--- config.mk ---
export PLATFORM = sky130hd
export DESIGN_NAME = servo_pos_ramp
export DESIGN_NICKNAME = d
export VERILOG_FILES = /design/src/rtl/servo_pos_ramp.sv
export SDC_FILE = /design/constraint.sdc
export NUM_CORES = 1
export LEC_CHECK = 0
export CAP_MARGIN = 25
export CORE_ASPECT_RATIO = 1.2
export CORE_UTILIZATION = 52
export CTS_BUF_LIST = sky130_fd_sc_hd__clkbuf_16
export DETAILED_ROUTE_END_ITERATION = 12
export PLACE_DENSITY = 0.76
export SYNTH_ARGS = -nofsm -noshare
export SYNTH_HDL_FRONTEND = slang
export SYNTH_SLANG_ARGS = --single-unit
--- constraint.sdc ---
create_clock -name clk -period 3 [get_ports clk]
set_input_delay 0.9 -clock clk [delete_from_list [all_inputs] [get_ports clk]]
set_output_delay 0.9 -clock clk [all_outputs]
set_load 0.02 [all_outputs]
--- src/rtl/servo_pos_ramp.sv ---
// -----------------------------------------------------------------------------
// servo_pos_ramp
//
// Command stage feeding the servo PWM generator. A target position arrives over
// a valid/ready handshake, is clamped to the legal servo range, and the signed
// duty command is slewed toward it by at most STEP once per PWM frame. After
// the command reaches the target the block dwells for HOLD_FRAMES frames
// before it accepts the next target.
//
// Ports
//   clk        : system clock
//   rst        : asynchronous active-high reset
//   tgt_in     : signed target position, sampled only on an accepted transfer
//   tgt_valid  : target present
//   tgt_ready  : high while IDLE (block can accept a target)
//   PWM_cmd    : signed duty command, changes only on frame boundaries
//   busy       : high whenever the block is not IDLE
//   done       : one-cycle pulse on the first IDLE cycle after a settle
//   sat        : one-cycle pulse in the cycle after an accepted target was clamped
// -----------------------------------------------------------------------------
module servo_pos_ramp #(
    parameter int cant_bits   = 8,
    parameter int PERIOD      = 10000,
    parameter int STEP        = 2,
    parameter int MIN_POS     = 0,
    parameter int MAX_POS     = 127,
    parameter int RST_POS     = 64,
    parameter int HOLD_FRAMES = 4
) (
    input  logic                        clk,
    input  logic                        rst,
    input  logic signed [cant_bits-1:0] tgt_in,
    input  logic                        tgt_valid,
    output logic                        tgt_ready,
    output logic signed [cant_bits-1:0] PWM_cmd,
    output logic                        busy,
    output logic                        done,
    output logic                        sat
);

    localparam int CNT_W = (PERIOD > 1) ? $clog2(PERIOD) : 1;
    localparam int SET_W = (HOLD_FRAMES > 0) ? $clog2(HOLD_FRAMES + 1) : 1;

    localparam logic [CNT_W-1:0] CNT_LAST = CNT_W'(PERIOD - 1);
    localparam logic [CNT_W-1:0] CNT_ONE  = CNT_W'(1);
    localparam logic [CNT_W-1:0] CNT_ZERO = CNT_W'(0);
    localparam logic [SET_W-1:0] HOLD_LD  = SET_W'(HOLD_FRAMES);
    localparam logic [SET_W-1:0] SET_ONE  = SET_W'(1);
    localparam logic [SET_W-1:0] SET_ZERO = SET_W'(0);

    localparam logic signed [cant_bits-1:0] MIN_C  = cant_bits'(MIN_POS);
    localparam logic signed [cant_bits-1:0] MAX_C  = cant_bits'(MAX_POS);
    localparam logic signed [cant_bits-1:0] RST_C  = cant_bits'(RST_POS);
    localparam logic signed [cant_bits-1:0] STEP_C = cant_bits'(STEP);
    localparam logic signed [cant_bits:0]   STEP_X = (cant_bits + 1)'(STEP);

    typedef enum logic [1:0] {
        ST_IDLE   = 2'd0,
        ST_RAMP   = 2'd1,
        ST_SETTLE = 2'd2
    } state_t;

    // Limit a raw target to [MIN_POS, MAX_POS] using signed compares.
    function automatic logic signed [cant_bits-1:0] clamp_pos(
        input logic signed [cant_bits-1:0] v
    );
        logic signed [cant_bits-1:0] r;
        if (v < MIN_C) begin
            r = MIN_C;
        end else if (v > MAX_C) begin
            r = MAX_C;
        end else begin
            r = v;
        end
        return r;
    endfunction

    // True when the raw target lies outside the legal range.
    function automatic logic is_clamped(
        input logic signed [cant_bits-1:0] v
    );
        return (v < MIN_C) || (v > MAX_C);
    endfunction

    state_t                      state_q,  state_d;
    logic [CNT_W-1:0]            frame_cnt_q;
    logic [SET_W-1:0]            settle_q, settle_d;
    logic signed [cant_bits-1:0] tgt_q,    tgt_d;
    logic signed [cant_bits-1:0] cmd_q,    cmd_d;
    logic                        done_q,   done_d;
    logic                        sat_q,    sat_d;

    logic                        frame_tick_s;
    logic signed [cant_bits-1:0] tgt_clamp_s;
    logic                        tgt_sat_s;
    logic signed [cant_bits:0]   diff_s;
    logic signed [cant_bits:0]   abs_diff_s;

    assign frame_tick_s = (frame_cnt_q == CNT_LAST);
    assign tgt_clamp_s  = clamp_pos(tgt_in);
    assign tgt_sat_s    = is_clamped(tgt_in);

    // Difference carried at one extra bit so that it can never overflow.
    assign diff_s     = {tgt_q[cant_bits-1], tgt_q} - {cmd_q[cant_bits-1], cmd_q};
    assign abs_diff_s = diff_s[cant_bits] ? -diff_s : diff_s;

    assign tgt_ready = (state_q == ST_IDLE);
    assign busy      = (state_q != ST_IDLE);
    assign PWM_cmd   = cmd_q;
    assign done      = done_q;
    assign sat       = sat_q;

    // Free-running frame counter that wraps at PERIOD-1.
    always_ff @(posedge clk or posedge rst) begin
        if (rst) begin
            frame_cnt_q <= CNT_ZERO;
        end else if (frame_tick_s) begin
            frame_cnt_q <= CNT_ZERO;
        end else begin
            frame_cnt_q <= frame_cnt_q + CNT_ONE;
        end
    end

    // State, command, latched target, settle counter and pulse registers.
    always_ff @(posedge clk or posedge rst) begin
        if (rst) begin
            state_q  <= ST_IDLE;
            settle_q <= SET_ZERO;
            tgt_q    <= RST_C;
            cmd_q    <= RST_C;
            done_q   <= 1'b0;
            sat_q    <= 1'b0;
        end else begin
            state_q  <= state_d;
            settle_q <= settle_d;
            tgt_q    <= tgt_d;
            cmd_q    <= cmd_d;
            done_q   <= done_d;
            sat_q    <= sat_d;
        end
    end

    // Next-state logic: accept/clamp in IDLE, slew on frame ticks in RAMP,
    // count down the dwell in SETTLE.
    always_comb begin
        state_d  = state_q;
        settle_d = settle_q;
        tgt_d    = tgt_q;
        cmd_d    = cmd_q;
        done_d   = 1'b0;
        sat_d    = 1'b0;

        case (state_q)
            ST_IDLE: begin
                if (tgt_valid) begin
                    tgt_d = tgt_clamp_s;
                    sat_d = tgt_sat_s;
                    if (tgt_clamp_s == cmd_q) begin
                        state_d  = ST_SETTLE;
                        settle_d = HOLD_LD;
                    end else begin
                        state_d = ST_RAMP;
                    end
                end else begin
                    state_d = ST_IDLE;
                end
            end

            ST_RAMP: begin
                if (frame_tick_s) begin
                    if (abs_diff_s <= STEP_X) begin
                        // Final (possibly partial) step lands exactly on target.
                        cmd_d    = tgt_q;
                        state_d  = ST_SETTLE;
                        settle_d = HOLD_LD;
                    end else if (diff_s[cant_bits]) begin
                        cmd_d = cmd_q - STEP_C;
                    end else begin
                        cmd_d = cmd_q + STEP_C;
                    end
                end else begin
                    cmd_d = cmd_q;
                end
            end

            ST_SETTLE: begin
                if (settle_q == SET_ZERO) begin
                    // Zero dwell leaves on the very next clock.
                    state_d = ST_IDLE;
                    done_d  = 1'b1;
                end else if (frame_tick_s) begin
                    settle_d = settle_q - SET_ONE;
                    if (settle_q == SET_ONE) begin
                        state_d = ST_IDLE;
                        done_d  = 1'b1;
                    end else begin
                        state_d = ST_SETTLE;
                    end
                end else begin
                    state_d = ST_SETTLE;
                end
            end

            default: begin
                state_d  = ST_IDLE;
                settle_d = SET_ZERO;
            end
        endcase
    end

endmodule
### Word level (Yosys, flattened, before mapping)

Index checks and enable logic that the tools add are counted.

* equal/unequal tests: 11
* multiplexer cells: 27
* bitwise logic cells: 0
* add/sub/neg operators: 6
* multiply operators: 0
* reductions and logical operators: 8
* div/mod/pow operators: 0
* magnitude comparators: 3
* shift operators: 0

Operator list (count)
* $mux W8: 4
* $mux W3: 6
* $add A14 B1 Y14 const B: 1
* $eq A14 B14 Y1 const B: 1
* $mux W14: 1
* $mux W2: 7
* $ne A2 B2 Y1 const B: 5
* $le A9 B3 Y1 const B: 1
* $mux W9: 1
* $neg A9 Y9: 1
* $pmux W3 S3: 1
* $sub A8 B8 Y9: 1
* $add A8 B3 Y8 const B: 1
* $eq A8 B8 Y1: 1
* $gt A8 B8 Y1 const B: 1
* $lt A8 B1 Y1 const B: 1
* $sub A8 B3 Y8 const B: 1
* $mux W1: 6
* $pmux W2 S3: 1
* $reduce_and A2 Y1: 3
* $reduce_and A6 Y1: 1
* $eq A3 B1 Y1 const B: 1
* $logic_not A3 Y1: 1
* $sub A3 B1 Y3 const B: 1
* other kinds (6): 6

* latch bits: 0
* memories: 0
* register bits: 37
* memory bits (read-only): 0
* logic and storage cells: 62
* input port bits: 11
* memory bits (writable): 0
* output and inout bits: 12

### Depth between registers and ports, before layout

* depth after elaboration: 7
* mapped depth: 15
* gate-level depth less buffers: 15

### Worst setup path before layout

OpenSTA, ideal clock, no wires.

* kind: reg-to-reg
* from: register cmd_q[1] (netlist: PWM_cmd[1])
* to: register cmd_q[3] (netlist: PWM_cmd[3])
* buffers on the path: 1
* data required time: 2879 ps
* slack: -355 ps
* data arrival time: 3234 ps
* cell stages (with the launch flop): 12
* cells stage by stage: dfrtp_1 -> inv_1 -> fa_1 -> a211oi_2 -> o21ai_2 -> a21oi_4 -> and3_1 -> o211ai_1 -> or4b_1 -> buf_2 -> o31a_1 -> a22o_1

* word-level cells in the longest chain between the ends: 5
* elaborated cells between the ends (all ways): 8
* those cells by class: 4 x add/sub; 1 x order compare; 3 x mux

RTL lines
* start, declared: RTL line 89 `logic signed [cant_bits-1:0] cmd_q, cmd_d;`
* start signal, assigned: RTL line 137 `cmd_q <= cmd_d;`
* $sub A8 B8 Y9: RTL line 104 `assign diff_s = {tgt_q[cant_bits-1], tgt_q} - {cmd_q[cant_bits-1], cmd_q};`
* $neg A9 Y9: RTL line 105 `assign abs_diff_s = diff_s[cant_bits] ? -diff_s : diff_s;`
* $mux W9: RTL line 105
* $le A9 B3 Y1: RTL line 171 `if (abs_diff_s <= STEP_X) begin`
* $mux W8 (*): RTL line 171

Every way passes the cells marked *; elsewhere a longest branch is shown, timed or not.
A chain may end at the register's enable or synchronous reset.

### Worst setup path after layout

* from: register cmd_q[0] (netlist: PWM_cmd[0])
* to: register cmd_q[3] (netlist: PWM_cmd[3])

The elaborated chain is that of the path after synthesis.

==> run_results.csv <==
group,metric,value,unit
yosys,syn_inst,292,
place,port_buffers,22,
sta,fmax,0.3127,GHz
worst_hold_path,hold_path_startpoint,"frame_cnt_q[5]",
flow_run,cap_violations,0,
setup_path,cp_max_fo,5,
clocking,h-tree-depth,2,
setup_path,worstSetupPathType,"flop to flop",
setup_path,crit_path_frequent_cell,"buf_4",
yosys,yosys_most_used_dff,"dfrtp_1",
route,first_pass_iters,5,
yosys,yosysWarnings,0,
clocking,cts_tree,"yes",
final_layout,finish.instance_area,3592,um^2
sta,period_minus_slack,3.198,ns
power,power,0.001011,W
place,placed_area,3311,um^2
sta,fin_tns_setup,-1.173,ns
power,p_per_area,281.4,nW/um^2
grt,grtUsageTotal,29.41,%
yosys,ys_seq_elements,36,
grt,grt_pass1_vias,2669,
floorplan,die_width,66.36,um
floorplan,die-height,79.24,um
floorplan,start_util,55.05,%
worst_hold_path,min_path_type,"flop to flop",
final_layout,multiInputGateArea,1703,um^2
place,hpwl,5431,um
setup_path,r2r_slack,-0.20,ns
outcome,status,"complete, but fails checks",
final_layout,diodes,0,
yosys,syn_area,2585,um^2
setup_path,start_kind,"flop",
route,finalWirelength,7084,um
yosys,synth-seq-area-share,34.95,%
floorplan,fp.dieArea,5258,um^2
setup_path,reg2reg_depth,13,
grt,gr-total-overflow,0,
yosys,async_reset_ff_share,100.0,%
outcome,violations,"negative setup slack",
power,p_leak,1.655,nW
route,num_vias,2590,
setup_path,arrival,3.36,ns
clocking,clk_path_buf_depth,2,
clocking,clkLatencyLatePin,0.27,ns
worst_hold_path,hold_path_depth,1,
clocking,cts.hold.buffers_added,0,
setup_path,setup.worst_path.start,"PWM_cmd[0]",
clocking,cts_made_buffers,5,
final_layout,syn2layout_area_growth,38.96,%
route,drcViolationCount,0,
power,irDropWorstVdd,0.5931,mV
setup_path,endpoint_kind,"flop",
setup_path,r2r-start,"PWM_cmd[0]",
setup_path,slowest_delay,0.60,ns
clocking,root_buffer,"clkbuf_16",
yosys,synth_edf_count,0,
setup_path,r2r_end,"PWM_cmd[3]",
sta,setup_viol,12,
sta,post-route-period-util,106.6,%
grt,grt_max_degree,37,
yosys,avgSynthCellArea,8.853,um^2
place,gp_congestion,1.053,
yosys,ys_types,64,
floorplan,io_pins,23,
setup_path,crit_chain,"ha_4, inv_2, fa_2, a211oi_4, o21ai_2, a21oi_4, buf_4, buf_4, nor4b_2, a211oi_2, or4b_4, o31a_1, a22o_1",
sta,hold_viol,0,
route,via_per_inst,5.982,
final_layout,fin_nets,404,
yosys,syn-num-nets,322,
clocking,clock_sinks,36,
final_layout,drive_gt1_share,27.47,%
final_layout,register_area,905.9,um^2
route,antenna_left,0,
sta,worst_pin_slew,0.4612,ns
sta,relSlewSlack,69.26,%
floorplan,row_count,27,
route,wl_per_cell,16.36,um
setup_path,cp_slowest_cell,"or4b_4",
floorplan,core_area,4696,um^2
grt,antenna_found_initial,0,
clocking,clkTransAtPathRegs,0.05,ns
sta,rsz0062_at_grt,"true",
worst_hold_path,min_to,"frame_cnt_q[5]",
grt,grt_pass1_wl,11700,um
sta,clock_skew,0.004878,ns
sta,drv_slew,0,
setup_path,cp.required,3.16,ns
sta,setup_slack,-0.1977,ns
route,drtIter0Drc,115,
final_layout,num-fill-cells,323,
-- synth_stat cells, types with 4 or more instances --
library cell / number / area, um^2
a22oi_1: 4 / 30.03
clkbuf_1: 6 / 22.52
nand2b_1: 7 / 43.79
o21ai_0: 17 / 85.08
ha_1: 17 / 212.7
dfrtp_1: 34 / 850.8
xor2_1: 7 / 61.31
a21o_1: 4 / 30.03
nor2b_1: 6 / 37.54
a21oi_1: 13 / 65.06
nand3_1: 11 / 55.05
nor3_1: 5 / 25.02
a31oi_1: 6 / 37.54
nor2_1: 25 / 93.84
xnor2_1: 12 / 105.1
nand2_1: 22 / 82.58
inv_1: 22 / 82.58
o211ai_1: 4 / 30.03
and3_1: 6 / 37.54
-- flip-flops by register name, summed over array words and instances (netlist names) --
register	flops
frame_cnt_q	14
PWM_cmd	8
tgt_q	7
settle_q	3
state_q	2
done	1
sat	1
-- critical path: cells and delay by family, from the launching register on --
kind / cells / cell delay [ns]
flip-flops: 1 / 0.42
AND/OR/NAND/NOR: 2 / 0.94
AO/OA/AOI/OAI: 6 / 0.97
adder cells (fa/ha/maj): 2 / 0.38
buffers and inverters: 3 / 0.37
-- cell usage in the layout (no fill, tap or decap), types with 5 or more instances in the layout --
| cell type | count |
|---|---|
| a21oi_1 | 10 |
| a31oi_1 | 6 |
| and3_1 | 6 |
| buf_4 | 57 |
| clkbuf_16 | 5 |
| clkdlybuf4s50_1 | 22 |
| dfrtp_1 | 32 |
| ha_1 | 13 |
| inv_1 | 22 |
| nand2_1 | 22 |
| nand2b_1 | 7 |
| nand3_1 | 11 |
| nor2_1 | 22 |
| nor2b_1 | 6 |
| o21ai_0 | 12 |
| o21ai_1 | 5 |
| xnor2_1 | 12 |
| xor2_1 | 7 |
-- stage by stage --
stage               utilization (%)  hold WS, ns  cells  worst slack, ns
global placement              70.50       0.4683    421          -0.2050
finish                        76.50       0.4912    433          -0.1977
CTS                           76.10       0.4964    432          -0.2095
floorplan                         -       0.4498    292          -0.1776
detailed placement            70.50       0.4789    421          -0.2829
global route                  76.50       0.5057    433          -0.3320
-- worst max path at each step --
stage	to	slack, ns	depth (start not counted)
final	PWM_cmd[3]	-0.20	13
after global routing	PWM_cmd[7]	-0.33	16
after CTS	PWM_cmd[7]	-0.21	16
after detailed placement	PWM_cmd[7]	-0.28	16
after global placement	PWM_cmd[7]	-0.20	16
after floorplan	PWM_cmd[3]	-0.18	12
-- layout make-up --
cell class	count	area share [%]
clock buffers	5	3.483
clock inverters	3	0.3483
inverters	22	2.299
multi-input cells	227	47.40
flip-flops and latches	36	25.22
well taps	58	2.020
repair buffers	82	19.23
-- layer usage --
metal / share of wire, % / GRT usage (%)
met3: 5.1 / 3.161
met4: 3.4 / 12.77
met1: 39 / 34.28
met2: 52 / 53.27
met5: 0 / 0
-- power by group --
group | total (W) | internal [W] | switching [W] | leakage (nW)
combinational | 0.0000448 | 0.0000213 | 0.0000235 | 1.12
sequential | 0.000486 | 0.000486 | 0 | 0.457
clock | 0.000480 | 0.000299 | 0.000180 | 0.0762
-- what timing repair did --
item                       CTS  global route
resized for setup           25             6
cloned                       0             0
setup endpoints to repair   13            13
pin swaps                   16             4
setup buffers                4             1
-- cell families (layout without fill, tap and decap cells) --
logic type | after synthesis | after routing | synth area share, %
fa+ha+maj | 19 | 19 | 9.777
simple gates | 101 | 101 | 20.47
buf+inv | 29 | 112 | 4.259
flops | 36 | 36 | 34.95
xor+xnor | 19 | 19 | 6.438
compound gates | 85 | 85 | 22.90
mux | 3 | 3 | 1.210
Power figures use the tool's default switching activity.
